File: config.mk
export PLATFORM = sky130hd
export DESIGN_NAME = trigger_sequencer_flat
export DESIGN_NICKNAME = d
export VERILOG_FILES = /design/src/rtl/trigger_sequencer_if.sv /design/src/rtl/trigger_sequencer.sv /design/src/flat_wrapper.sv
export SDC_FILE = /design/constraint.sdc
export NUM_CORES = 1
export LEC_CHECK = 0
export ABC_AREA = 1
export CORE_UTILIZATION = 50
export CTS_CLUSTER_DIAMETER = 120
export DETAILED_ROUTE_END_ITERATION = 8
export GPL_ROUTABILITY_DRIVEN = 0
export PLACE_DENSITY = 0.83
export SLEW_MARGIN = 20
export SYNTH_ARGS = -nofsm -noshare
export SYNTH_HDL_FRONTEND = slang
export SYNTH_SLANG_ARGS = --single-unit
File: constraint.sdc
create_clock -name clk -period 3.1 [get_ports clk]
set_clock_uncertainty 0.15 [all_clocks]
set_input_delay 0.93 -clock clk [delete_from_list [all_inputs] [get_ports clk]]
set_output_delay 0.93 -clock clk [all_outputs]
set_load 0.02 [all_outputs]
File: src/rtl/trigger_sequencer_if.sv
// trigger_sequencer_if
// Bundles the configuration, matcher-event and status/trigger signals of the
// trigger sequencer.
//   master : drives configuration, evt and sti_transfer; observes status and trg
//   slave  : the sequencer itself
interface trigger_sequencer_if #(
  parameter int MN  = 4,
  parameter int SNW = 2,
  parameter int CW  = 16
);
  localparam int STAGES = 2 ** SNW;

  logic                  cfg_arm;
  logic                  cfg_disarm;
  logic [SNW-1:0]        cfg_last;
  logic [STAGES*MN-1:0]  cfg_mask;
  logic [STAGES*CW-1:0]  cfg_cnt;
  logic [CW-1:0]         cfg_delay;
  logic [MN-1:0]         evt;
  logic                  sti_transfer;
  logic                  sts_armed;
  logic [SNW-1:0]        sts_stage;
  logic                  sts_done;
  logic                  trg;

  modport master (
    output cfg_arm, cfg_disarm, cfg_last, cfg_mask, cfg_cnt, cfg_delay,
           evt, sti_transfer,
    input  sts_armed, sts_stage, sts_done, trg
  );

  modport slave (
    input  cfg_arm, cfg_disarm, cfg_last, cfg_mask, cfg_cnt, cfg_delay,
           evt, sti_transfer,
    output sts_armed, sts_stage, sts_done, trg
  );
endinterface

File: src/rtl/trigger_sequencer.sv
// trigger_sequencer
// Walks a programmable multi-stage trigger sequence driven by matcher events.
// Each stage waits for a masked event on a number of sample transfers; after
// the last stage a post-trigger delay (counted in transfers) runs, then a
// one-cycle trigger pulse is issued to the capture controller.
// Ports:
//   clk  : clock
//   rst  : asynchronous active-high reset
//   bus  : trigger_sequencer_if.slave (config, evt/sti_transfer in; status, trg out)
//
// state | meaning
// ------+-----------------------------------------------------------
// IDLE  | not armed, events ignored
// ARMED | counting masked hits for the current stage
// DELAY | sequence complete, counting post-trigger transfers
// DONE  | trigger issued, holding until re-arm or disarm
module trigger_sequencer #(
  parameter int MN  = 4,
  parameter int SNW = 2,
  parameter int CW  = 16
) (
  input logic                clk,
  input logic                rst,
  trigger_sequencer_if.slave bus
);

  typedef enum logic [1:0] {
    IDLE  = 2'd0,
    ARMED = 2'd1,
    DELAY = 2'd2,
    DONE  = 2'd3
  } state_t;

  state_t         state;
  logic [SNW-1:0] stage;
  logic [CW-1:0]  hit_cnt;
  logic [CW-1:0]  dly_cnt;
  logic           armed_q;
  logic           done_q;
  logic           trg_q;

  logic [MN-1:0]  mask_cur;
  logic [CW-1:0]  cnt_cur;
  logic [CW-1:0]  cnt_eff;
  logic [CW-1:0]  hit_nxt;
  logic [CW-1:0]  dly_nxt;
  logic           hit;

  always_comb begin
    mask_cur = bus.cfg_mask[stage*MN +: MN];
    cnt_cur  = bus.cfg_cnt[stage*CW +: CW];
    // A programmed count of zero would never match, so it means "one hit".
    cnt_eff  = (cnt_cur == '0) ? CW'(1) : cnt_cur;
    hit      = bus.sti_transfer & (|(bus.evt & mask_cur));
    hit_nxt  = hit_cnt + CW'(1);
    dly_nxt  = dly_cnt + CW'(1);
  end

  always_ff @(posedge clk or posedge rst) begin
    if (rst) begin
      state   <= IDLE;
      stage   <= '0;
      hit_cnt <= '0;
      dly_cnt <= '0;
      armed_q <= 1'b0;
      done_q  <= 1'b0;
      trg_q   <= 1'b0;
    end else begin
      trg_q <= 1'b0;
      if (bus.cfg_disarm) begin
        state   <= IDLE;
        stage   <= '0;
        hit_cnt <= '0;
        dly_cnt <= '0;
        armed_q <= 1'b0;
        done_q  <= 1'b0;
      end else if (bus.cfg_arm) begin
        // Restart from any state; a hit in this same cycle is dropped.
        state   <= ARMED;
        stage   <= '0;
        hit_cnt <= '0;
        dly_cnt <= '0;
        armed_q <= 1'b1;
        done_q  <= 1'b0;
      end else begin
        case (state)
          ARMED: begin
            if (hit) begin
              if (hit_nxt == cnt_eff) begin
                hit_cnt <= '0;
                if (stage == bus.cfg_last) begin
                  if (bus.cfg_delay == '0) begin
                    state   <= DONE;
                    armed_q <= 1'b0;
                    done_q  <= 1'b1;
                    trg_q   <= 1'b1;
                  end else begin
                    state   <= DELAY;
                    dly_cnt <= '0;
                  end
                end else begin
                  stage <= stage + SNW'(1);
                end
              end else begin
                hit_cnt <= hit_nxt;
              end
            end
          end
          DELAY: begin
            if (bus.sti_transfer) begin
              if (dly_nxt == bus.cfg_delay) begin
                state   <= DONE;
                dly_cnt <= '0;
                armed_q <= 1'b0;
                done_q  <= 1'b1;
                trg_q   <= 1'b1;
              end else begin
                dly_cnt <= dly_nxt;
              end
            end
          end
          default: ;  // IDLE and DONE hold until arm/disarm
        endcase
      end
    end
  end

  assign bus.sts_armed = armed_q;
  assign bus.sts_stage = stage;
  assign bus.sts_done  = done_q;
  assign bus.trg       = trg_q;

endmodule

File: src/flat_wrapper.sv
// flat-port wrapper written by rule: the top's interface ports become plain ports
module trigger_sequencer_flat 
#(
  parameter int MN  = 4,
  parameter int SNW = 2,
  parameter int CW  = 16
)
  (clk, rst, bus_cfg_arm, bus_cfg_disarm, bus_cfg_last, bus_cfg_mask, bus_cfg_cnt, bus_cfg_delay, bus_evt, bus_sti_transfer, bus_sts_armed, bus_sts_stage, bus_sts_done, bus_trg);
  trigger_sequencer_if #(.MN(MN), .SNW(SNW), .CW(CW)) bus_i ();
  input logic clk;
  input logic rst;
  input wire logic [$bits(bus_i.cfg_arm)-1:0] bus_cfg_arm;
  input wire logic [$bits(bus_i.cfg_disarm)-1:0] bus_cfg_disarm;
  input wire logic [$bits(bus_i.cfg_last)-1:0] bus_cfg_last;
  input wire logic [$bits(bus_i.cfg_mask)-1:0] bus_cfg_mask;
  input wire logic [$bits(bus_i.cfg_cnt)-1:0] bus_cfg_cnt;
  input wire logic [$bits(bus_i.cfg_delay)-1:0] bus_cfg_delay;
  input wire logic [$bits(bus_i.evt)-1:0] bus_evt;
  input wire logic [$bits(bus_i.sti_transfer)-1:0] bus_sti_transfer;
  output wire logic [$bits(bus_i.sts_armed)-1:0] bus_sts_armed;
  output wire logic [$bits(bus_i.sts_stage)-1:0] bus_sts_stage;
  output wire logic [$bits(bus_i.sts_done)-1:0] bus_sts_done;
  output wire logic [$bits(bus_i.trg)-1:0] bus_trg;
  assign bus_i.cfg_arm = bus_cfg_arm;
  assign bus_i.cfg_disarm = bus_cfg_disarm;
  assign bus_i.cfg_last = bus_cfg_last;
  assign bus_i.cfg_mask = bus_cfg_mask;
  assign bus_i.cfg_cnt = bus_cfg_cnt;
  assign bus_i.cfg_delay = bus_cfg_delay;
  assign bus_i.evt = bus_evt;
  assign bus_i.sti_transfer = bus_sti_transfer;
  assign bus_sts_armed = bus_i.sts_armed;
  assign bus_sts_stage = bus_i.sts_stage;
  assign bus_sts_done = bus_i.sts_done;
  assign bus_trg = bus_i.trg;
  trigger_sequencer #(.MN(MN), .SNW(SNW), .CW(CW)) u_core (.clk(clk), .rst(rst), .bus(bus_i));
endmodule
==> impl_results.md, run 1 <==
- Netlist cell types: 39
- Cell Area, Placed: 5510 um^2
- Congestion Overflow GR: 0
- MaxCap Viol Count: 0
- Logic pwr share: 38.8%
- Slowest-stage cell, CP: clkdlybuf4s50_1
- H-tree depth: 2
- Met1 Use GR: about 33%
- Post-Synthesis Cells: 700
- Cell Int Power: 0.00106 W
- Slew margin rel.: 51.6%
- Fraction of registers with async set/reset: 100%
- GR Util met2: 59.1%
- Initial Util: 52.2%
- Final min period: 2.90 ns
- VDD IR max: between 0.15 and 0.2 mV
- Initial antenna violation count: 0
- Mapped cell area: roughly 4100 um^2
- Worst setup margin: 0.196 ns
- Hold WS: between 0.3 and 0.4 ns
- Critical path destination: u_core.state[0]$_DFFE_PP0P_
- Worst path max stage delay: 0.42 ns
- Met3 usage: 3.78%
- Max frequency: 0.344 GHz
- Least-Margin Pin Slew: 0.721 ns
- WP data arrival: around 2.9 ns
- Cell mode on critical path: nand2_1
- Die height: 92.3 um
- Worst path depth: 18
- Post-synth EDFFs: 0
- Core Region: a little under 8000 um^2
- NetSw: 0.000539 W
- Vias in the first global route: 5,120
- Clock latency on the worst-skew pair: 0.29 ns
- Clock Power Share: 27.5%
- Clk pin slew, worst setup/hold paths: ~0.08 ns
- DR vias: around 5,000
- CTS max path bufs: 2
- Top-area cell type share of the netlist area: between 20% and 30%
- CTS Buf Count: 5
- Routed vias/inst: 5.39
- Final ANT Viol Nets: 0
- Remaining DRCs: 0
- Top delay family on crit path: simple AND/OR/NAND/NOR gates
- Worst path cell trace: clkdlybuf4s50_1 -> nand2_1 -> nand3_1 -> nand2_2 -> nand2_1 -> inv_1 -> nand2_1 -> nor2_1 -> nand2_1 -> nand3_1 -> nand3_1 -> nor2_1 -> nand4_1 -> nand2_2 -> buf_4 -> nand3_1 -> nand2_1 -> nand2_1
- Total track usage: 31.1%
- Post-CTS Hold Buffers: 0
- Reg-to-Reg Start: u_core.hit_cnt[0]$_DFFE_PP0P_
- Grt peak-use layer: met2
- Syn avg cell area: 5.83 um^2
- First-pass GRT wire length: around 22,000 um
- Final Cycle Share: about 94%
- Kind of start point of the critical path: input pin
- Top post-synthesis cells by area: nand2_1, dfrtp_1, nand3_1
- Reg2Reg Depth: 17
- Final Max Slew Viols: 0
- Share of layout cells above drive strength 1: 10.9%
- Wirelength per Cell: 13.7 um
- Leak Pwr: 2.65 nW
- Clock Tree Root: clkbuf_8
- Drt first pass iters: 5
- Fin. Hold Viols: 0
- Worst Setup Path Type: input pin to flop
- Synth Flop Type: dfrtp_1
- #FFs+latches synth: 39
- Reg2Reg Setup Slack: 0.20 ns
- Buffers on Ports: around 110
- Post-synthesis net count: 811
- Min-Delay Path Class: flop to flop
- Sequential area share after synthesis: 23.9%
- Layout area overhead: 39.1%
- RSZ-0062 raised after global routing: no
- YS warnings: 0
- Post-synth top cells: nand2_1, nor2_1, nand3_1
- Crit path from: bus_cfg_cnt[35]
- Reg-to-reg endpoint: u_core.state[0]$_DFFE_PP0P_
- Finish-stage setup viols: 0
- Crit-path max FO: 4
- # diodes: 0
- Largest net degree at the start of global routing: 40
- Total Wirelength: 12,900 um
- Sw frac: 33.8%
- Rows: 32
- Critical path endpoint category: flop
- Final nets: approximately 950
- Die footprint: 8520 um^2
- # clock sinks: 39
- Total power: 0.00160 W
- Count leader, synth: nand2_1
- Synth area leader: nand2_1
- Place WS: -0.514 ns
- WP buf/inv: 3
- Req. time, crit path: 3.13 ns
- Die W: 92.3 um
- I/O pin total: 112
- Fin area: 5670 um^2
- CTS tree: done
- Post-DP HPWL: 10,400 um
- Reg power frac: about a third
- Iteration-0 DRC Markers: about 290
- PwrDens: 282 nW/um^2
- Status: complete, no violations
[tightest hold or removal path: cells and delay by family (launching register included)]
| kind | cells | cell delay [ns] |
|---|---|---|
| DFF | 1 | 0.36 |
| and+or+nand+nor | 2 | 0.10 |
[cell families (layout without fill, tap and decap cells)]
group / after synthesis / after routing / synth area share (%)
buf+inv: 93 / 233 / 10.0
simple gates: 494 / 495 / 52.9
fa+ha+maj: 4 / 4 / 1.23
compound gates: 43 / 43 / 5.92
flops: 39 / 39 / 23.9
xor+xnor: 27 / 27 / 5.98
[cells in the final DEF, fill, tap and decap left out, drive strengths merged, types with 2 or more instances in the layout]
cell,synthesis,final
a21oi,6,6
nor4,2,2
clkdlybuf4s50,0,111
xnor2,9,9
clkbuf,1,5
ha,4,4
buf,22,44
clkinv,0,2
nor2,87,87
inv,70,70
o21ai,29,29
dfrtp,39,39
nand4,36,36
nor3,11,12
nand3,75,75
o22ai,4,4
or2,4,4
xor2,18,18
nand2,274,274
nand3b,3,3
[per-layer routing]
layer  share of wire, %  wire [um]  vias up
met4                4.4        564        0
met5                  0          0        -
li1                   -          -     2528
met1                 39       5020     2303
met3                4.7        601       55
met2                 52       6730      199
[power groups by stage]
stage,registers [W],clock network (W),logic (W)
2_1_floorplan,0.000552,0,0.000327
3_3_place_gp,0.000547,0,0.000578
3_5_place_dp,0.000549,0,0.000594
4_1_cts,0.000539,0.000437,0.000601
5_1_grt,0.000541,0.000464,0.000681
6_report,0.000539,0.000438,0.000619
[what timing repair did]
action,4_1_cts,5_1_grt
buffers inserted,0,1
pin swaps,0,4
gates resized for setup,1,13
setup endpoints to repair,18,18
gates cloned,0,1
[state kept, by name (all words and copies together) (netlist names)]
| register | flops |
|---|---|
| u_core.dly_cnt | 16 |
| u_core.bus.trg | 1 |
| u_core.bus.sts_armed | 1 |
| u_core.bus.sts_done | 1 |
| u_core.state | 2 |
| u_core.hit_cnt | 16 |
| u_core.bus.sts_stage | 2 |
[stage by stage]
stage	instances	utilization [%]	TNS, ns
finish	943	72.7	0
CTS	941	72.0	0
global route	943	72.7	0
global placement	933	70.5	-6.98
detailed placement	933	70.5	-8.78
floorplan	700	-	0
[layout make-up]
type	count	area (um^2)
Timing Repair Buffer	155	1450
Inverter	70	263
Multi-Input combinational cell	569	2740
Sequential cell	39	977
Tap cell	102	128
Fill cell	686	2130
Clock buffer	5	68.8
Clock inverter	3	43.8
[worst min-delay path by stage]
stage,startpoint,to,cells past startpoint
6_report,u_core.bus.sts_done$_DFFE_PP0P_,u_core.bus.sts_done$_DFFE_PP0P_,2
5_1_grt,u_core.bus.sts_done$_DFFE_PP0P_,u_core.bus.sts_done$_DFFE_PP0P_,2
4_1_cts,u_core.bus.sts_done$_DFFE_PP0P_,u_core.bus.sts_done$_DFFE_PP0P_,2
3_5_place_dp,u_core.bus.sts_done$_DFFE_PP0P_,u_core.bus.sts_done$_DFFE_PP0P_,2
3_3_place_gp,u_core.bus.sts_done$_DFFE_PP0P_,u_core.bus.sts_done$_DFFE_PP0P_,2
2_1_floorplan,u_core.dly_cnt[15]$_DFFE_PP0P_,u_core.dly_cnt[15]$_DFFE_PP0P_,2
(Power assumes the default switching activity.)
==> inputs of run 2 (changes only) <==
Settings changed: CORE_UTILIZATION 50 to 30, PLACE_DENSITY 0.83 to 0.65.
==> impl_results.md, run 2 (synthesized netlist as in run 1, its figures left out) <==
- Status: complete, no violations
- Final core occ: 44.0% (-29 points)
- H-tree depth: 2 (unchanged)
- Remaining DRCs: 0 (unchanged)
- Fin. Hold Viols: 0 (unchanged)
- Final nets: 951 (unchanged)
- Hold path depth: 2 (unchanged)
- MaxCap Viol Count: 0 (unchanged)
- Place WS: -0.544 ns (-0.0300 ns)
- Iteration-0 DRC Markers: 187 (-34%)
- CTS Buf Count: 5 (unchanged)
- Req. time, crit path: 3.16 ns (+0.03 ns)
- Min-Delay Path Class: flop to flop
- Cell Area, Placed: 5590 um^2 (+1.5%)
- Top Registers: u_core.dly_cnt x16, u_core.hit_cnt x16
- Share of layout cells above drive strength 1: 10.2% (-0.71 points)
- PwrDens: 299 nW/um^2 (+6.1%)
- Reg-to-Reg Start: u_core.bus.sts_stage[0]$_DFFE_PP0P_
- Filler instances: 1,425 (+110%)
- Clk pin slew, worst setup/hold paths: 0.06 ns (-0.02 ns)
- Least-Margin Pin Slew: 0.707 ns (-0.0140 ns)
- CTS tree: done
- Most frequent cells in the layout: nand2_1, clkdlybuf4s50_1, nor2_1
- Clock Tree Root: clkbuf_16
- Final min period: 2.91 ns (+0.00891 ns)
- Drt first pass iters: 6 (+1)
- Vias in the first global route: 4,453 (-13%)
- Fin area: 5830 um^2 (+2.8%)
- Final ANT Viol Nets: 0 (unchanged)
- First-pass GRT wire length: 20,500 um (-4.8%)
- Worst Setup Path Type: input pin to flop
- Max frequency: 0.343 GHz (-0.31%)
- DR vias: 4,730 (-7.0%)
- Critical path endpoint category: flop
- Routed vias/inst: 4.65 (-14%)
- Reg2Reg Setup Slack: 0.36 ns (+0.16 ns)
- Post-DP HPWL: 9830 um (-5.2%)
- Congestion Overflow GR: 0 (unchanged)
- Crit-path max FO: 12 (+8)
- # clock sinks: 39 (unchanged)
- Initial antenna violation count: 0 (unchanged)
- Reg2Reg Depth: 18 (+1)
- Slew margin rel.: 52.5% (+0.94 points)
- Leak Pwr: 2.70 nW (+1.8%)
- Initial Util: 30.8% (-21 points)
- Die footprint: 14,100 um^2 (+65%)
- Wirelength per Cell: 12.1 um (-11%)
- Most common cell after layout, fill and taps aside: nand2_1
- Rows: 42 (+31%)
- Largest net degree at the start of global routing: 40 (unchanged)
- Hold WS: 0.331 ns (-0.00914 ns)
- Worst setup margin: 0.187 ns (-0.00891 ns)
- Die W: 119 um (+28%)
- VDD IR max: 0.183 mV (+18%)
- Finish-stage setup viols: 0 (unchanged)
- Min-Delay Endpoint: u_core.bus.sts_armed$_DFFE_PP0P_
- Clock latency on the worst-skew pair: 0.28 ns (about the same)
- Total Wirelength: 12,300 um (-4.5%)
- Setup TNS: 0 ns (unchanged)
- Total track usage: 17.6% (-14 points)
- Core Region: 13,200 um^2 (+70%)
- Final Cycle Share: 94.0% (+0.29 points)
- WP data arrival: 2.98 ns (+0.05 ns)
- Final Max Slew Viols: 0 (unchanged)
- Layout area overhead: 43.0%
- CTS max path bufs: 2 (unchanged)
- Reg-to-reg endpoint: u_core.dly_cnt[8]$_DFFE_PP0P_
- I/O pin total: 112 (unchanged)
- Min-delay src: u_core.bus.sts_armed$_DFFE_PP0P_
- Kind of start point of the critical path: input pin
- # diodes: 0 (unchanged)
- Buffers on Ports: 111 (unchanged)
- Die height: 119 um (+28%)
-- run 2: cell types whose count changed in the layout (fill, tap and decap cells not counted), sizes merged --
cell	change
buf	-1
nand3	+1
-- run 2: worst max path at each step --
stage,start,to,slack (ns),depth (start not counted)
floorplan,bus_cfg_arm,u_core.state[1]$_DFFE_PP0P_,0.52,10
global placement,bus_cfg_mask[11],u_core.dly_cnt[12]$_DFFE_PP0P_,-0.51,12
detailed placement,bus_cfg_mask[11],u_core.dly_cnt[8]$_DFFE_PP0P_,-0.54,12
CTS,bus_cfg_mask[11],u_core.dly_cnt[8]$_DFFE_PP0P_,0.11,12
global route,bus_cfg_cnt[61],u_core.dly_cnt[4]$_DFFE_PP0P_,-0.03,17
finish,bus_cfg_cnt[62],u_core.dly_cnt[8]$_DFFE_PP0P_,0.19,15
-- run 2: report_power, final --
part | switching (W) | leakage [nW] | internal (W) | total [W]
Clock | 0.000208 | 0.0838 | 0.000380 | 0.000587
Sequential | 0.0000151 | 0.539 | 0.000524 | 0.000539
Combinational | 0.000320 | 2.07 | 0.000296 | 0.000616
Total | 0.000543 | 2.70 | 0.00120 | 0.00174
-- run 2: worst max-delay path, stage by stage --
cell	delay [ns]
clkdlybuf4s50_1	0.46
nand2_1	0.05
nand3_1	0.11
nand2_2	0.08
buf_4	0.15
nand3_1	0.07
nand2_1	0.08
a21oi_2	0.15
nand2_1	0.07
nor2_1	0.10
nand4_1	0.18
nand2_4	0.19
buf_6	0.17
nand4_1	0.09
nand2_1	0.10
-- run 2: metrics by stage --
stage / power [W] / std cells
floorplan: 0.000879 / 700
global placement: 0.00114 / 1006
detailed placement: 0.00114 / 1006
CTS: 0.00174 / 1014
global route: 0.00186 / 1017
finish: 0.00174 / 1017
-- run 2: timing repair --
item,in CTS,in global routing
pin swaps,0,3
setup endpoints to repair,18,18
resized for setup,1,11
cloned,0,2
hold endpoints to repair,0,0
setup buffers,0,1
hold buffers,0,0
-- run 2: routing by layer --
layer	track usage (%)	wire (um)	vias to the layer above
li1	-	-	2535
met1	22.8	5720	2059
met2	30.3	5940	118
met3	2.41	454	18
met4	4.75	232	0
met5	0	0	-
-- run 2: final cells by class --
| cell class | count | area, um^2 | area share [%] |
|---|---|---|---|
| inverter | 70 | 263 | 4.50 |
| timing repair buffer | 154 | 1450 | 24.9 |
| clock buffer | 5 | 125 | 2.15 |
| tap | 176 | 220 | 3.78 |
| clock inverter | 3 | 43.8 | 0.751 |
| sequential | 39 | 976 | 16.7 |
| multi-input combinational | 570 | 2750 | 47.2 |
==> inputs of run 3 (changes only) <==
Settings changed: SLEW_MARGIN 20 to 30.
==> impl_results.md, run 3 (synthesized netlist as in run 1, its figures left out) <==
- Status: complete, no violations
- Reg2Reg Setup Slack: 0.32 ns (-0.04 ns)
- Leak Pwr: 2.73 nW (+1.3%)
- Clk pin slew, worst setup/hold paths: 0.06 ns (about the same)
- Die height: 119 um (unchanged)
- Reg-to-Reg Start: u_core.bus.sts_stage[0]$_DFFE_PP0P_
- Largest net degree at the start of global routing: 40 (unchanged)
- Clock Tree Root: clkbuf_16
- Routed vias/inst: 4.67 (+0.32%)
- Critical path endpoint category: flop
- DR vias: 4,759 (+0.61%)
- Logic pwr share: 36.3% (+1.0 points)
- Slew margin rel.: 54.1% (+1.6 points)
- Hold path depth: 2 (unchanged)
- Worst Setup Path Type: input pin to flop
- Min-delay src: u_core.bus.sts_armed$_DFFE_PP0P_
- Die W: 119 um (unchanged)
- Final nets: 954 (+0.32%)
- Wirelength per Cell: 12.3 um (+1.4%)
- Congestion Overflow GR: 0 (unchanged)
- CTS max path bufs: 2 (unchanged)
- WP data arrival: 2.93 ns (-0.05 ns)
- Initial Util: 30.8% (unchanged)
- Kind of start point of the critical path: input pin
- Min-Delay Endpoint: u_core.bus.sts_armed$_DFFE_PP0P_
- Min-Delay Path Class: flop to flop
- Final Max Slew Viols: 0 (unchanged)
- Reg2Reg Depth: 15 (-3)
- Cell Area, Placed: 5600 um^2 (+0.11%)
- Buffers on Ports: 111 (unchanged)
- Req. time, crit path: 3.12 ns (-0.04 ns)
- Post-CTS Hold Buffers: 0 (unchanged)
- PwrDens: 301 nW/um^2 (+0.75%)
- Reg power frac: 30.3% (-0.7 points)
- Vias in the first global route: 4,540 (+2.0%)
- Max frequency: 0.343 GHz (-0.12%)
- Core Region: 13,200 um^2 (unchanged)
- H-tree depth: 2 (unchanged)
- CTS tree: done
- # diodes: 0 (unchanged)
- Setup TNS: 0 ns (unchanged)
- Crit-path max FO: 8 (-4)
- CTS Buf Count: 5 (unchanged)
- Clock Power Share: 33.4% (-0.3 points)
- Finish-stage setup viols: 0 (unchanged)
- Rows: 42 (unchanged)
- First-pass GRT wire length: 20,800 um (+1.2%)
- Cell Int Power: 0.00122 W (+1.6%)
- Post-DP HPWL: 9880 um (+0.53%)
- I/O pin total: 112 (unchanged)
- Final min period: 2.92 ns (+0.00343 ns)
- Place WS: -0.216 ns (+0.328 ns)
- VDD IR max: 0.199 mV (+9.2%)
- Reg-to-reg endpoint: u_core.dly_cnt[5]$_DFFE_PP0P_
- Final Cycle Share: 94.1% (+0.11 points)
- RSZ-0062 raised after global routing: no
- Drt first pass iters: 4 (-2)
- Worst setup margin: 0.184 ns (-0.00343 ns)
- Share of layout cells above drive strength 1: 12.4% (+2.2 points)
- Total Wirelength: 12,600 um (+1.7%)
- Top Registers: u_core.dly_cnt x16, u_core.hit_cnt x16
- Fin. Hold Viols: 0 (unchanged)
- # clock sinks: 39 (unchanged)
- Most frequent cells in the layout: nand2_1, clkdlybuf4s50_1, nor2_1
- Total track usage: 17.7% (+0.17 points)
- Least-Margin Pin Slew: 0.683 ns (-0.0237 ns)
- Iteration-0 DRC Markers: 226 (+21%)
- Fin area: 5920 um^2 (+1.5%)
- MaxCap Viol Count: 0 (unchanged)
- Remaining DRCs: 0 (unchanged)
- Initial antenna violation count: 0 (unchanged)
- Die footprint: 14,100 um^2 (unchanged)
- Layout area overhead: 45.2%
- Total power: 0.00178 W (+2.3%)
- Sw frac: 31.6% (+0.48 points)
- Most common cell after layout, fill and taps aside: nand2_1
- Clock latency on the worst-skew pair: 0.28 ns (about the same)
- NetSw: 0.000563 W (+3.8%)
- Final ANT Viol Nets: 0 (unchanged)
-- run 3: cell types whose count changed in the layout (fill, tap and decap cells not counted), moves of 2 or more --
| cell | change |
|---|---|
| buf_4 | +2 |
| nand2_1 | -10 |
| nand2_2 | +10 |
| nand3_1 | -5 |
| nand3_2 | +5 |
-- run 3: what timing repair did --
action                                  in CTS  in global routing
gates resized for setup                      0                 27
endpoints found under the setup margin       0                 28
buffers inserted                             0                  4
-- run 3: metal layers --
metal	share of wire, %	track usage (%)
met3	3.1	2.27
met1	47	23.1
met2	48	30.6
met4	2.2	4.75
met5	0	0
-- run 3: worst max path at each step --
stage / from / end / slack (ns) / depth (start not counted)
finish: bus_cfg_cnt[62] / u_core.dly_cnt[5]$_DFFE_PP0P_ / 0.18 / 15
global route: bus_cfg_cnt[62] / u_core.dly_cnt[5]$_DFFE_PP0P_ / 0.01 / 15
CTS: bus_cfg_mask[11] / u_core.dly_cnt[8]$_DFFE_PP0P_ / 0.09 / 12
detailed placement: bus_cfg_mask[11] / u_core.dly_cnt[8]$_DFFE_PP0P_ / -0.22 / 12
global placement: bus_cfg_mask[11] / u_core.dly_cnt[12]$_DFFE_PP0P_ / -0.51 / 12
floorplan: bus_cfg_arm / u_core.state[1]$_DFFE_PP0P_ / 0.52 / 10
-- run 3: power groups by stage --
stage	Sequential, W	Clock, W	Combinational (W)
6_report	0.000539	0.000595	0.000647
5_1_grt	0.000542	0.000631	0.000720
4_1_cts	0.000539	0.000611	0.000597
3_5_place_dp	0.000549	0	0.000596
3_3_place_gp	0.000549	0	0.000590
2_1_floorplan	0.000552	0	0.000327
-- run 3: layout make-up --
| cell class | instances | area (um^2) |
|---|---|---|
| tap | 176 | 220 |
| timing repair buffer | 157 | 1490 |
| clock buffer | 5 | 125 |
| sequential | 39 | 976 |
| multi-input combinational | 570 | 2800 |
| fill | 1421 | 7320 |
| inverter | 70 | 263 |
| clock inverter | 3 | 43.8 |
-- run 3: per-stage QoR --
step           hold slack (ns)  util, %  instances
2_1_floorplan            0.306        -        700
3_3_place_gp             0.315     42.2       1006
3_5_place_dp             0.316     42.3       1006
4_1_cts                  0.338     43.5       1014
5_1_grt                  0.379     44.7       1020
6_report                 0.330     44.7       1020
-- run 3: critical path, stage by stage --
cell and delay, ns:
clkdlybuf4s50_1 0.45, nand2_1 0.06, nand3_2 0.09, nand2_2 0.08
buf_4 0.15, nand3_1 0.07, nand2_1 0.08, a21oi_2 0.14
nand2_1 0.07, nor2_1 0.10, nand4_1 0.18, nand2_4 0.19
nand3_4 0.17, nand2_2 0.12, nand2_1 0.05
